## src/rtl/desplazador_secuencial.sv

```systemverilog
// Sequential shifter: loads an operand, then performs one 1-bit shift per clock
// (left, logical right or arithmetic right) until the requested count is reached.
module desplazador_secuencial #(
   parameter int N  = 8,
   parameter int SW = $clog2(N) + 1
) (
   input  logic          clk,
   input  logic          rst_n,
   input  logic          start,
   input  logic          dir,
   input  logic          arith,
   input  logic [SW-1:0] shamt,
   input  logic [N-1:0]  A,
   output logic [N-1:0]  Y,
   output logic          C,
   output logic          Z,
   output logic          busy,
   output logic          done,
   output logic [1:0]    state_o
);

   localparam int CW = $clog2(N + 1);

   localparam logic [1:0] S_IDLE  = 2'd0;
   localparam logic [1:0] S_SHIFT = 2'd1;
   localparam logic [1:0] S_DONE  = 2'd2;

   // Handshake: start is a level request honoured only in IDLE; done is a
   // single-cycle completion pulse and busy marks the cycles spent shifting.

   logic [1:0]    state_q, state_d;
   logic [N-1:0]  y_q, y_d;
   logic          c_q, c_d;
   logic [CW-1:0] cnt_q, cnt_d;
   logic          dir_q, dir_d;
   logic          arith_q, arith_d;
   logic [CW-1:0] shamt_clamped;

   always_comb begin
      shamt_clamped = CW'(shamt);
      if (32'(shamt) > 32'(N)) begin
         shamt_clamped = CW'(N);
      end
   end

   always_comb begin
      state_d = state_q;
      y_d     = y_q;
      c_d     = c_q;
      cnt_d   = cnt_q;
      dir_d   = dir_q;
      arith_d = arith_q;
      case (state_q)
         S_IDLE: begin
            if (start) begin
               y_d     = A;
               c_d     = 1'b0;
               cnt_d   = shamt_clamped;
               dir_d   = dir;
               arith_d = arith;
               state_d = (shamt_clamped != '0) ? S_SHIFT : S_DONE;
            end
         end
         S_SHIFT: begin
            if (dir_q) begin
               c_d = y_q[0];
               y_d = {arith_q & y_q[N-1], y_q[N-1:1]};
            end else begin
               c_d = y_q[N-1];
               y_d = {y_q[N-2:0], 1'b0};
            end
            cnt_d = cnt_q - CW'(1);
            if (cnt_q == CW'(1)) begin
               state_d = S_DONE;
            end
         end
         S_DONE: begin
            state_d = S_IDLE;
         end
         default: begin
            state_d = S_IDLE;
         end
      endcase
   end

   always_ff @(posedge clk or negedge rst_n) begin
      if (!rst_n) begin
         state_q <= S_IDLE;
         y_q     <= '0;
         c_q     <= 1'b0;
         cnt_q   <= '0;
         dir_q   <= 1'b0;
         arith_q <= 1'b0;
      end else begin
         state_q <= state_d;
         y_q     <= y_d;
         c_q     <= c_d;
         cnt_q   <= cnt_d;
         dir_q   <= dir_d;
         arith_q <= arith_d;
      end
   end

   assign Y       = y_q;
   assign C       = c_q;
   assign Z       = (y_q == '0);
   assign busy    = (state_q == S_SHIFT);
   assign done    = (state_q == S_DONE);
   assign state_o = state_q;

endmodule

```

## config.mk

```make
export PLATFORM = sky130hd
export DESIGN_NAME = desplazador_secuencial
export DESIGN_NICKNAME = d
export VERILOG_FILES = /design/src/rtl/desplazador_secuencial.sv
export SDC_FILE = /design/constraint.sdc
export NUM_CORES = 1
export LEC_CHECK = 0
export ABC_AREA = 1
export BUFFER_PORTS_ARGS = -buffer_cell sky130_fd_sc_hd__buf_2
export CAP_MARGIN = 10
export CORE_UTILIZATION = 50
export CTS_CLUSTER_DIAMETER = 150
export DETAILED_ROUTE_END_ITERATION = 8
export HOLD_SLACK_MARGIN = 0.05
export PLACE_DENSITY = 0.78
export SETUP_SLACK_MARGIN = 0.3
export SLEW_MARGIN = 20
export SYNTH_ARGS = -nofsm -noshare
export SYNTH_HDL_FRONTEND = slang
export SYNTH_SLANG_ARGS = --single-unit
```

## constraint.sdc

```tcl
create_clock -name clk -period 1.4 [get_ports clk]
set_clock_uncertainty 0.1 [all_clocks]
set_input_delay 0.28 -clock clk [delete_from_list [all_inputs] [get_ports clk]]
set_output_delay 0.28 -clock clk [all_outputs]
set_load 0.01 [all_outputs]
```

---- Word level (Yosys, flattened, before mapping) ----
Cells that the tools add are included.
storage, ports and cells
  register bits ........................... 17
  input bits .............................. 17
  output and inout bits ................... 14
  word-level logic and storage cells ...... 34
operators by class
  add/sub/neg operators ................... 1
  order comparisons ....................... 1
  equal/unequal tests ..................... 5
  mux-type cells .......................... 13
  bitwise logic cells ..................... 1
  reduce and logical (&&, ||, !) cells .... 7
operators by type and width
  operator             number
  $mux 8               2
  $pmux 8 s2           1
  $logic_not 8->1      1
  $mux 4               2
  $pmux 4 s2           1
  $mux 2               3
  $reduce_and 2->1     3
  $eq 4x1->1 const B   1
  $gt 4x4->1 const B   1
  $pmux 2 s2           1
  $reduce_bool 4->1    1
  $sub 4x1->4 const B  1
  $eq 2x1->1 const B   1
  $eq 2x2->1 const B   1
  $logic_not 2->1      1
  $mux 1               2
  $ne 2x1->1 const B   1
  $ne 2x2->1 const B   1
  $pmux 1 s2           1
  $reduce_bool 2->1    1
  $and 1x1->1          1

---- Depth between registers and ports, before layout ----
  depth after elaboration ................. 6
  gate-level depth with buffers ........... 8
  gate-level depth less buffers ........... 8

---- Worst setup path after synthesis ----
OpenSTA, ideal clock, no wires.
  path kind ............................... reg-to-reg
  from .................................... reg state_q[0] (netlist: state_o[0])
  to ...................................... reg y_q[7] (netlist: Y[7])
  library setup time ...................... 0.121 ns
  arrival time ............................ 1.018 ns
  data required time ...................... 1.179 ns
  slack ................................... 0.162 ns
  stages on the path, launching flop included .. 8
  path buffers ............................ 2
  clock period less this slack ............ 1.238 ns
  cells stage by stage .................... dfrtp_1 > buf_6 > inv_4 > nor2_4 > buf_6 > nand3_1 > nand2_1 > o21ai_1
on the way
  longest elaborated chain between the ends .. 3
  elaborated cells between the ends (all ways) .. 6
  classes of those cells .................. eq/ne (2); mux (1); reduce/logical (3)
ends and longest elaborated chain
  what                                RTL line  RTL
  from (decl)                         31        logic [1:0] state_q, state_d;
  from (signal assigned)              95        state_q <= state_d;
  $eq 2x1->1 *                        n/a
  named net busy                      17        output logic busy,
  $reduce_bool 2->1 (no source line)  n/a
  $reduce_and 2->1 (no source line)   n/a
  to (signal assigned)                96        y_q <= y_d;
  to (decl)                           32        logic [N-1:0] y_q, y_d;
Mark *: on every way through the listed nets, which the timed path passes. The rest lies on a longest branch.
A chain may end at the register's enable or synchronous reset.

---- Worst setup path after layout ----
  from .................................... reg y_q[3] (netlist: Y[3])
  to ...................................... out Z
on the way
  longest elaborated chain between the ends .. 1
ends and longest elaborated chain
  what             RTL line  RTL
  $logic_not 8->1  106       assign Z = (y_q == '0);
  to (decl)        16        output logic Z,
No other way between the ends.

==> metrics.yaml <==
run_status:
  status: "finished with violations"
  violations: "negative setup slack"
timing:
  finalMaxSlewViolations: 0
  setup_viol: 22
  report.final.hold_viol_count: 0
  finalWorstSetupSlack_ns: -0.185
  rsz0062_at_grt: "yes"
  worstMarginPinSlew_ns: 0.432
  hold_slack_ns: 0.118
  slew-limit-headroom: 0.712
  fmax_mhz: 631
  min_period_ns: 1.59
  fin_crit_sh: 1.13
layout:
  drive_above_1_share: 0.528
  stdcell_count: 239
  layout.nets: 232
  antennaDiodeCount: 0
  fin_util: 0.922
  syn_to_final_growth_pct: 74.5
  post-route-cell-area_mm2: 0.00179
synth:
  synthTopCellsByArea: "dfrtp_1, nand2_1, nor2_1"
  ys_seq_area_frac: 0.415
  ys_warn_count: 0
  synthesis.nets: 162
  async_flop_share: 1.00
  yosysMostFrequentCell: "nand2_1"
  synth.avg_cell_area_um2: 7.17
  netlist.area_leader.share: 0.415
  yosysUniqueCellTypes: 20
  ys_seq_elements: 17
  synthTopCellsByCount: "nand2_1, nor2_1, dfrtp_1, inv_1, nand3_1"
  synth_edf_count: 0
  syn_inst: 143
  yosys.area.top_type: "dfrtp_1"
  synth_area_mm2: 0.00103
  synth_flop_cell: "dfrtp_1"
setup_path:
  critical_path.startpoint_type: "flip-flop"
  critPathKind: "reg -> out"
  critPathMaxFanout: 2
  worstSetupEndpointType: "primary output"
  crit_arrival_ns: 1.21
  required_ns: 1.02
  worstRegToRegCells: 6
  regToRegSetupSlack_ns: -0.15
placement:
  portBuffers: 30
  place_area_mm2: 0.00123
  dpl_worst_slack_ns: 0.0306
  place.gp.congestion: 0.804
  place_inst: 203
  dp_hpwl_um: 1920
hold_path:
  min_path_type: "in -> reg"
  min_path_cells: 3
cts:
  h-tree-depth: 1
  clock-sinks: 17
  clock_tree.root_cell: "clkbuf_4"
  cts_tree: "built"
  cts_buffers: 3
  clk_pin_slew_ns: 0.14
  cts_max_path_buffers: 2
  clock_latency_ns: 0.32
floorplan:
  pin_count: 31
  initial_core_util: 0.528
  rows: 16
  die_area_mm2: 0.00224
  die_w_um: 47.3
  core-area_mm2: 0.00194
  die_y_um: 47.3
pwr:
  p_leak_uw: 0.000906
  ir_drop_mv: 2.03
  pwr_density_cell_mw_per_mm2: 2910
routing:
  first_pass_iters: 5
  via_count: 1528
  drc: 0
  drt_wl_total_um: 5330
  postRouteAntennaNets: 0
  wl_per_cell_um: 22.3
  drt-initial-drc-count: 197
  vias_per_cell: 6.39
flow_run:
  max_cap_viol_count: 0
global_route:
  grt_max_degree: 18
  track_usage: 0.340
  grt_pass1_wl_um: 5290
  antenna_found_initial: 0
  grt_overflow: 0
  grt_pass1_vias: 1222
metal layers:
layer  vias to the layer above  track usage  wire length, um
li1                        597            -                -
met1                       708        0.409             1810
met2                       164        0.584             2400
met3                        59       0.0615              704
met4                         0        0.154              412
met5                         -            0                0
worst paths after layout:
check | from | endpoint
setup / recovery | Y[3] | Z
hold / removal | arith | arith_q
setup reg to reg | state_o[0] | Y[3]
hold reg to reg | cnt_q[3] | cnt_q[3]
max in group asynchronous | rst_n | arith_q
min in group asynchronous | rst_n | Y[0]
registers in the layout, summed over array words and instances, names as in the netlist:
signal / cells
arith_q: 1
cnt_q: 4
Y: 8
state_o: 2
C: 1
dir_q: 1
critical path, stage by stage, from the launching register on:
cell     delay [ns]
dfrtp_1        0.44
inv_1          0.11
nand3_1        0.09
nor2_2         0.10
buf_2          0.14
cell usage in the layout, fill, tap and decap left out:
cell / netlist / routed
buf_6: 2 / 32
nand2_1: 34 / 26
buf_2: 1 / 20
buf_4: 2 / 16
dfrtp_1: 17 / 15
nor2_1: 25 / 15
inv_1: 17 / 13
nand3_1: 11 / 9
nor2_2: 0 / 6
nand2_2: 1 / 6
nor2_4: 1 / 5
o211ai_1: 5 / 5
a21oi_2: 0 / 5
o21ai_1: 2 / 5
inv_2: 1 / 4
o21ai_0: 10 / 4
nand2_4: 0 / 3
a21oi_1: 8 / 3
o21ai_2: 0 / 3
clkbuf_4: 0 / 3
ha_1: 2 / 2
dfrtp_2: 0 / 2
inv_4: 1 / 1
inv_6: 0 / 1
nand4_1: 1 / 1
o21ai_4: 1 / 1
nor3_1: 1 / 1
nand3_2: 0 / 1
nand3_4: 0 / 1
clkinv_2: 0 / 1
dlygate4sd3_1: 0 / 1
buf_12: 0 / 1
where the power goes:
group	internal (uW)	switching, uW
combinational	1820	2050
clock	107	194
sequential	749	303
total	2670	2540
timing repair:
| action | CTS | global route |
|---|---|---|
| hold buffers | 1 | 0 |
| setup endpoints to repair | 31 | 31 |
| setup buffers | 20 | 11 |
| gates resized for setup | 47 | 31 |
| hold endpoints to repair | 17 | 0 |
| pin swaps | 22 | 12 |
per-stage QoR:
| stage | total power (uW) | setup TNS, ns |
|---|---|---|
| after floorplan | 2210 | 0 |
| after global placement | 2700 | 0 |
| after detailed placement | 2770 | 0 |
| after CTS | 4050 | -0.184 |
| after global routing | 5340 | -2.43 |
| final | 5220 | -2.08 |
area by class of cell:
type | count | area [um2]
sequential | 17 | 428
clock buffer | 3 | 22.5
inverter | 19 | 78.8
fill | 71 | 151
multi-input combinational | 102 | 612
clock inverter | 1 | 5.00
timing repair buffer | 70 | 611
tap | 27 | 33.8
cells by family after synthesis:
group,Yosys count,synth area share
AO/OA/AOI/OAI,26,0.150
adder cells (fa/ha/maj),2,0.0244
buffers and inverters,24,0.113
flip-flops,17,0.415
AND/OR/NAND/NOR,74,0.298
(Power assumes the default switching activity.)
